### config.mk
export PLATFORM = sky130hd
export DESIGN_NAME = array_feeder_b
export DESIGN_NICKNAME = d
export VERILOG_FILES = /design/src/rtl/sa_pkg.sv /design/src/rtl/array_feeder_b_skew_delay_line.sv /design/src/rtl/array_feeder_b.sv
export SDC_FILE = /design/constraint.sdc
export NUM_CORES = 1
export LEC_CHECK = 0
export CAP_MARGIN = 20
export CORE_MARGIN = 2
export CORE_UTILIZATION = 40
export CTS_CLUSTER_SIZE = 14
export DETAILED_ROUTE_END_ITERATION = 6
export PLACE_DENSITY_LB_ADDON = 0.1
export SYNTH_ARGS = -nofsm -noshare
export SYNTH_HDL_FRONTEND = slang
export SYNTH_HIERARCHICAL = 1
export SYNTH_SLANG_ARGS = --single-unit
### constraint.sdc
create_clock -name clk -period 6.55 [get_ports clk]
set_clock_uncertainty 0.15 [all_clocks]
set_input_delay 1.965 -clock clk [delete_from_list [all_inputs] [get_ports clk]]
set_output_delay 1.965 -clock clk [all_outputs]
set_load 0.02 [all_outputs]
### src/rtl/sa_pkg.sv
// Shared constants for the systolic-array feeders.
// Holds array geometry, word sizes and the feeder FSM encoding.
package sa_pkg;

    localparam int DIM        = 4;
    localparam int DATA_W     = 16;
    localparam int ADDR_W     = 7;
    localparam int TILE_WORDS = DIM * DIM;

    localparam logic [1:0] ST_IDLE  = 2'd0;
    localparam logic [1:0] ST_READ  = 2'd1;
    localparam logic [1:0] ST_DRAIN = 2'd2;

endpackage

### src/rtl/array_feeder_b_skew_delay_line.sv
// Enabled shift register used to skew one array column.
// Stage 0 takes the input, stage DEPTH-1 drives the output.
module skew_delay_line #(
    parameter int DEPTH = 1,
    parameter int WIDTH = 1
) (
    input  logic             clk,
    input  logic             rst,
    input  logic             en,
    input  logic [WIDTH-1:0] d,
    output logic [WIDTH-1:0] q
);

    logic [WIDTH-1:0] stage_q [DEPTH];
    logic [WIDTH-1:0] stage_d [DEPTH];

    // Shift one position when enabled, otherwise hold every stage.
    always_comb begin
        for (int i = 0; i < DEPTH; i++) begin
            stage_d[i] = stage_q[i];
        end
        if (en) begin
            stage_d[0] = d;
            for (int i = 1; i < DEPTH; i++) begin
                stage_d[i] = stage_q[i-1];
            end
        end
    end

    // Stage registers with synchronous clear.
    always_ff @(posedge clk) begin
        if (rst) begin
            for (int i = 0; i < DEPTH; i++) begin
                stage_q[i] <= '0;
            end
        end else begin
            for (int i = 0; i < DEPTH; i++) begin
                stage_q[i] <= stage_d[i];
            end
        end
    end

    assign q = stage_q[DEPTH-1];

endmodule

### src/rtl/array_feeder_b.sv
// Matrix-B read sequencer: fetches a 4x4 column-major tile and
// presents it column-skewed to the top edge of the systolic array.
module array_feeder_b
    import sa_pkg::*;
(
    input  logic              clk,
    input  logic              rst,
    input  logic              start,
    input  logic [ADDR_W-1:0] base_addr,
    input  logic              hold,
    output logic              busy,
    output logic              done,
    output logic              r_en,
    output logic [ADDR_W-1:0] read_addr_0,
    output logic [ADDR_W-1:0] read_addr_1,
    output logic [ADDR_W-1:0] read_addr_2,
    output logic [ADDR_W-1:0] read_addr_3,
    input  logic [DATA_W-1:0] read_data_0,
    input  logic [DATA_W-1:0] read_data_1,
    input  logic [DATA_W-1:0] read_data_2,
    input  logic [DATA_W-1:0] read_data_3,
    output logic [DATA_W-1:0] b_out_0,
    output logic [DATA_W-1:0] b_out_1,
    output logic [DATA_W-1:0] b_out_2,
    output logic [DATA_W-1:0] b_out_3,
    output logic              b_valid_0,
    output logic              b_valid_1,
    output logic              b_valid_2,
    output logic              b_valid_3
);

    localparam int         BEATS = TILE_WORDS / DIM;
    localparam logic [1:0] LAST  = 2'(BEATS - 1);

    logic [1:0]        state_q, state_d;
    logic [1:0]        cnt_q, cnt_d;
    logic [ADDR_W-1:0] base_q, base_d;
    logic              rd_vld_q, rd_vld_d;
    logic              done_q, done_d;
    logic [ADDR_W-1:0] addr_q [DIM];
    logic [ADDR_W-1:0] addr_d [DIM];
    logic [DATA_W-1:0] rdata [DIM];
    logic [DATA_W:0]   lane [DIM];
    logic              in_read;

    assign in_read  = (state_q == ST_READ);
    assign rdata[0] = read_data_0;
    assign rdata[1] = read_data_1;
    assign rdata[2] = read_data_2;
    assign rdata[3] = read_data_3;

    // Sequencing: READ and DRAIN each last four beats; hold freezes all.
    always_comb begin
        state_d  = state_q;
        cnt_d    = cnt_q;
        base_d   = base_q;
        rd_vld_d = rd_vld_q;
        done_d   = 1'b0;
        if (!hold) begin
            rd_vld_d = in_read;
            case (state_q)
                ST_IDLE: begin
                    if (start) begin
                        state_d = ST_READ;
                        cnt_d   = 2'd0;
                        base_d  = base_addr;
                    end
                end
                ST_READ: begin
                    cnt_d = cnt_q + 2'd1;
                    if (cnt_q == LAST) begin
                        state_d = ST_DRAIN;
                    end
                end
                ST_DRAIN: begin
                    cnt_d = cnt_q + 2'd1;
                    if (cnt_q == LAST) begin
                        state_d = ST_IDLE;
                        done_d  = 1'b1;
                    end
                end
                default: begin
                    state_d = ST_IDLE;
                end
            endcase
        end
    end

    // Column j reads base+DIM*j+k; addresses park outside READ.
    always_comb begin
        for (int j = 0; j < DIM; j++) begin
            addr_d[j] = addr_q[j];
            if (in_read) begin
                addr_d[j] = base_q + ADDR_W'(DIM * j)
                          + ADDR_W'(cnt_q);
            end
        end
    end

    // State, counter, base latch and parked addresses.
    always_ff @(posedge clk) begin
        if (rst) begin
            state_q  <= ST_IDLE;
            cnt_q    <= 2'd0;
            base_q   <= '0;
            rd_vld_q <= 1'b0;
            done_q   <= 1'b0;
            for (int j = 0; j < DIM; j++) begin
                addr_q[j] <= '0;
            end
        end else begin
            state_q  <= state_d;
            cnt_q    <= cnt_d;
            base_q   <= base_d;
            rd_vld_q <= rd_vld_d;
            done_q   <= done_d;
            for (int j = 0; j < DIM; j++) begin
                addr_q[j] <= addr_d[j];
            end
        end
    end

    assign lane[0] = {rd_vld_q, rdata[0]};

    for (genvar j = 1; j < DIM; j++) begin : g_skew
        skew_delay_line #(
            .DEPTH (j),
            .WIDTH (DATA_W + 1)
        ) u_dly (
            .clk (clk),
            .rst (rst),
            .en  (!hold),
            .d   ({rd_vld_q, rdata[j]}),
            .q   (lane[j])
        );
    end

    assign busy        = (state_q != ST_IDLE);
    assign done        = done_q;
    assign r_en        = in_read && !hold;
    assign read_addr_0 = addr_d[0];
    assign read_addr_1 = addr_d[1];
    assign read_addr_2 = addr_d[2];
    assign read_addr_3 = addr_d[3];
    assign b_valid_0   = lane[0][DATA_W];
    assign b_valid_1   = lane[1][DATA_W];
    assign b_valid_2   = lane[2][DATA_W];
    assign b_valid_3   = lane[3][DATA_W];
    assign b_out_0     = lane[0][DATA_W] ? lane[0][DATA_W-1:0] : '0;
    assign b_out_1     = lane[1][DATA_W] ? lane[1][DATA_W-1:0] : '0;
    assign b_out_2     = lane[2][DATA_W] ? lane[2][DATA_W-1:0] : '0;
    assign b_out_3     = lane[3][DATA_W] ? lane[3][DATA_W-1:0] : '0;

endmodule
**Yosys cells after proc, flatten, opt, wreduce, memory -nomap -nowiden**

Memory sizes are Yosys's and may differ from the RTL's.
Index checks and enable logic that the tools add are counted.

- Bits in writable memories: 130
- Memory bits (read-only): 0
- Memories: 4
- Latch bits: 0
- Logic and storage cells: 77
- Bits in registers: 13
- Input bits: 75
- Output and inout port bits: 99

Memories:

| name | depth | bits a word | rd ports | clocked after memory_dff | write ports | line | RTL |
|---|---|---|---|---|---|---|---|
| g_skew[3].u_dly.stage_q | 3 | 17 | 3 | 0 | 3 | array_feeder_b_skew_delay_line.sv:14 | `logic [WIDTH-1:0] stage_q [DEPTH];` |
| g_skew[2].u_dly.stage_q | 2 | 17 | 2 | 0 | 2 | array_feeder_b_skew_delay_line.sv:14 |  |
| addr_q | 4 | 7 | 4 | 0 | 4 | array_feeder_b.sv:40 | `logic [ADDR_W-1:0] addr_q [DIM];` |
| g_skew[1].u_dly.stage_q | 1 | 17 | 1 | 0 | 1 | array_feeder_b_skew_delay_line.sv:14 |  |

- Reductions and logical operators: 11
- $add $sub $neg: 8
- Bitwise operators: 11
- $lt $le $gt $ge: 0
- Equality and inequality tests: 6
- Divide/modulo/power cells: 0
- Muxes and demuxes: 32
- Shift operators: 0
- $mul: 0

Operators with widths:

| cell | count |
|---|---|
| $mux W17 | 7 |
| $mux W16 | 4 |
| $mux W7 | 8 |
| $mux W51 | 1 |
| $mux W34 | 1 |
| $add A7 B2 Y7 | 4 |
| $reduce_or A17 Y1 | 1 |
| $add A7 B4 Y7 const B | 2 |
| $or A1 B1 Y1 | 9 |
| $mux W2 | 4 |
| $add A7 B3 Y7 const B | 1 |
| $pmux W2 S3 | 1 |
| $reduce_and A3 Y1 | 2 |
| $mux W1 | 5 |
| $eq A2 B2 Y1 const B | 2 |
| $ne A2 B2 Y1 const B | 2 |
| $pmux W2 S2 | 1 |
| $reduce_and A4 Y1 | 1 |
| $reduce_bool A2 Y1 | 2 |
| $reduce_or A3 Y1 | 1 |
| $add A2 B1 Y2 const B | 1 |
| $eq A2 B1 Y1 const B | 1 |
| $logic_not A2 Y1 | 1 |
| $ne A2 B1 Y1 const B | 1 |
| 4 further kinds | 5 |

**Logic depth before layout (Yosys ltp)**

- Depth in word-level cells: 4
- Mapped depth: 7
- Mapped depth without buffers: 6

**Hierarchy**

The synthesis kept the hierarchy.

By module, submodules not included:

| module | cells an instance | area each (um^2) | seq. area each (um^2) | times used |
|---|---|---|---|---|
| array_feeder_b | 317 | 2539.9 | 820.8 | 1 |
| skew_delay_line at g_skew[3].u_dly | 182 | 1960.6 | 1021.0 | 1 |
| skew_delay_line at g_skew[2].u_dly | 127 | 1366.3 | 680.7 | 1 |
| skew_delay_line at g_skew[1].u_dly | 55 | 614.3 | 340.3 | 1 |

**Least setup slack after synthesis**

No wires, ideal clock.

- Path type: input to output
- Start point: in hold
- End point: out r_en
- Data arrival time: 2490 ps
- Stages on the path: 2
- Data required time: 4435 ps
- Slack: 1945 ps
- Buffers on the path: 1
- Cell sequence: clkbuf_1 nor2b_1

- Word-level cells in the longest chain between the ends: 2

Ends and longest elaborated chain:

| element | line | RTL |
|---|---|---|
| start: declaration | array_feeder_b.sv:10 | `input logic hold,` |
| $logic_not A1 Y1 | array_feeder_b.sv:140 | `assign r_en = in_read && !hold;` |
| $logic_and A1 B1 Y1 | array_feeder_b.sv:140 |  |
| end: declaration | array_feeder_b.sv:13 | `output logic r_en,` |

Every way passes these cells.

**Worst setup path after layout**

Same ends and word-level chain as after synthesis.

==> summary.md <==
| Metric | Value |
|---|---|
| Tot GR Track Use | 16.5% |
| Synth top area cells | dfxtp_1 44%, mux2i_1 17%, and2_1 7.1%, nor2_1 7.0%, buf_4 4.1% |
| Max FO, Critical Path | 10 |
| CP top delay family | buffers and inverters |
| Final hold violation count | 0 |
| # resized after CTS | 0 |
| Vias in the first global route | approximately 4,700 |
| Final nets | slightly below 900 |
| Via count | between 4,000 and 5,000 |
| RSZ-0062 raised after global routing | no |
| Die Footprint | approximately 17,000 um2 |
| Final setup viols | 0 |
| Final max-slew violation count | 0 |
| WP data arrival | between 3000 and 4000 ps |
| Largest area contributor in the netlist | dfxtp_1 |
| Post-route ant nets | 0 |
| Fmax | 0.179 GHz |
| Most common cell on crit path | clkdlybuf4s50_1 |
| Clock-pin slew on the worst setup and hold paths | around 60 ps |
| Bufs on Longest Clock Path | 2 |
| Outcome | finished, final reports clean |
| Peak VDD IR | roughly 0.00018 V |
| NetSw | roughly 0.54 mW |
| GR Overflow Total | 0 |
| First-pass GRT wire length | 23,200 um |
| Post-Syn Instances | about 700 |
| CP endpoint kind | primary output |
| CP max stage delay | around 650 ps |
| Core Region | about 16,000 um2 |
| Vias per inst | roughly 4.8 |
| Most numerous cell in the Yosys netlist | dfxtp_1 |
| Pwr/cell area | roughly 250 nW/um2 |
| Minimum clock period | 5600 ps |
| Dpl ws | 954 ps |
| Register area share after synthesis | 44.2% |
| Top cells by count, synth | 143 x dfxtp_1, 121 x nor2_1, 111 x mux2i_1 |
| Die height | approximately 130 um |
| Fraction of layout cells with a size suffix above 1 | about 5.3% |
| DRC | 0 |
| Post-Syn Nets | between 700 and 800 |
| Post-synth EDFFs | 0 |
| Rows | 46 |
| Worst setup SP type | input pin |
| Final period utilization | 85.5% |
| TritonCTS clock tree | done |
| Sequence of cells on the critical path | clkdlybuf4s50_1, nor2b_1, clkdlybuf4s50_1 |
| Synthesis-stage register bit count | about 140 |
| Final Worst Setup Slack | around 950 ps |
| Synth Warn # | 6 |
| Clock Sinks | ~140 |
| Hold Buf Count CTS | 0 |
| Later-pin clock latency in the skew report | 410 ps |
| Synth Cell Area | around 6500 um2 |
| Number of diodes | 0 |
| Least-Margin Pin Slew | 1070 ps |
| Internal power | 1.63 mW |
| Drt wl/cell | 13.7 um |
| CTS Buf Count | 17 |
| Critical path type | in -> out |
| Max-Cap Viols | 0 |
| Yosys top cell area share | 44.2% |
| H-tree levels | 4 |
| Setup bufs post-CTS | 0 |
| Sw frac | 24.7% |
| Hold Crit Class | reg -> reg |
| Seq pwr share | 43.2% |
| CP max stage cell | clkdlybuf4s50_1 |
| Layout filler cell count | 1,461 |
| WP buf/inv | 2 |
| Syn Area/Cell | 9.52 um2 |
| Initial antenna violation count | 0 |
| Largest net degree at the start of global routing | 93 |
| CP required | 4430 ps |
| Post-synth ARST share | 0% |
| DR iter-0 viols | 216 |
| IO Pins | around 170 |
| Initial Utilization | 40.8% |
| Final Routed Wirelength | about 14,000 um |
| Clk pwr share | 43.8% |
| Pleak | 3.58 nW |
| Worst rel slew slack | between 20% and 30% |
| GP Congestion | between 0.7 and 0.8 |
| IO buf count | 173 |
| Detail Placement HPWL | 9510 um |
| Area delta synth->final | 31.3% |
| Setup tns final | 0 ps |
| Comb pwr share | between 10% and 20% |
| Root Buffer | clkbuf_16 |
| Distinct cells, synth | 57 |
| First-pass detailed-route iteration total | 4 |
| Top_reg_cell synth | dfxtp_1 |
| Chip Width | ~130 um |
-- cell usage in the layout, fill, tap and decap left out, types with 11 or more instances in the layout --
| cell type | instances |
|---|---|
| dfxtp_1 | 143 |
| inv_1 | 16 |
| nand2_1 | 15 |
| and2_1 | 74 |
| nor2_1 | 121 |
| clkdlybuf4s50_1 | 172 |
| a21oi_1 | 12 |
| clkbuf_16 | 17 |
| o21ai_0 | 11 |
| mux2i_1 | 111 |
-- power by group through the flow --
stage               sequential [mW]  combinational (mW)  clock [mW]
floorplan                     0.946               0.189           0
CTS                           0.937               0.285       0.979
global placement              0.954               0.277           0
global route                  0.942               0.306        1.02
finish                        0.937               0.282       0.950
detailed placement            0.956               0.284           0
-- metrics by stage --
| stage | util, % | instance area, um2 | hold slack, ps | cells | total power [mW] |
|---|---|---|---|---|---|
| final | 53.6 | 8510 | 327 | 1026 | 2.17 |
| after global routing | 53.6 | 8510 | 342 | 1026 | 2.26 |
| after CTS | 53.6 | 8510 | 326 | 1026 | 2.20 |
| after detailed placement | 49.9 | 7920 | 318 | 995 | 1.24 |
| after global placement | 49.9 | 7920 | 314 | 995 | 1.23 |
| after floorplan | - | 6480 | 301 | 681 | 1.13 |
-- registers in the layout, indices dropped and copies added (netlist names) --
signal and cells:
g_skew.u_dly/stage_q 102, addr_q 28, base_q 7, cnt_q 2
state_q 2, b_valid_0 1, done 1
-- area by class of cell --
type,instances,area [um2],share of cell area [%]
clock buffers,19,453,5.32
clock inverters,12,133,1.56
inverters,18,72.6,0.853
multi-input cells,442,2970,34.9
flip-flops and latches,143,2860,33.6
well taps,216,270,3.18
repair buffers,176,1750,20.6
-- path summary, 6_finish.rpt --
| check | from | endpoint | slack (ps) | depth (start not counted) |
|---|---|---|---|---|
| hold reg to reg | addr_q[0][2]$_SDFF_PP0_ | addr_q[0][2]$_SDFF_PP0_ | 330 | 2 |
| setup / recovery | hold | r_en | 950 | 3 |
| hold / removal | addr_q[0][2]$_SDFF_PP0_ | addr_q[0][2]$_SDFF_PP0_ | 330 | 2 |
| setup reg to reg | state_q[1]$_SDFFE_PP0P_ | addr_q[3][2]$_SDFF_PP0_ | 4070 | 5 |
-- layer usage --
layer  track usage (%)  part of all wire, %
met4              6.70                  2.1
met2              28.2                   49
met3              5.25                  4.9
met1              19.1                   44
met5                 0                    0
-- tightest hold or removal path: cells and delay by family, from the launching register on --
| family | cells | cell delay (ps) |
|---|---|---|
| compound gates | 1 | 60 |
| flops | 1 | 290 |
| simple gates | 1 | 70 |
-- kinds of logic (layout without fill, tap and decap cells) --
| logic type | count (synthesis) | count (layout) | synth area share (%) |
|---|---|---|---|
| simple gates | 256 | 256 | 19.6 |
| flops | 143 | 143 | 44.2 |
| mux | 113 | 113 | 17.5 |
| buf+inv | 96 | 225 | 10.1 |
| compound gates | 59 | 59 | 6.08 |
| fa+ha+maj | 11 | 11 | 2.24 |
| xor+xnor | 3 | 3 | 0.405 |
Note: power is estimated with default switching activity, not from simulation.
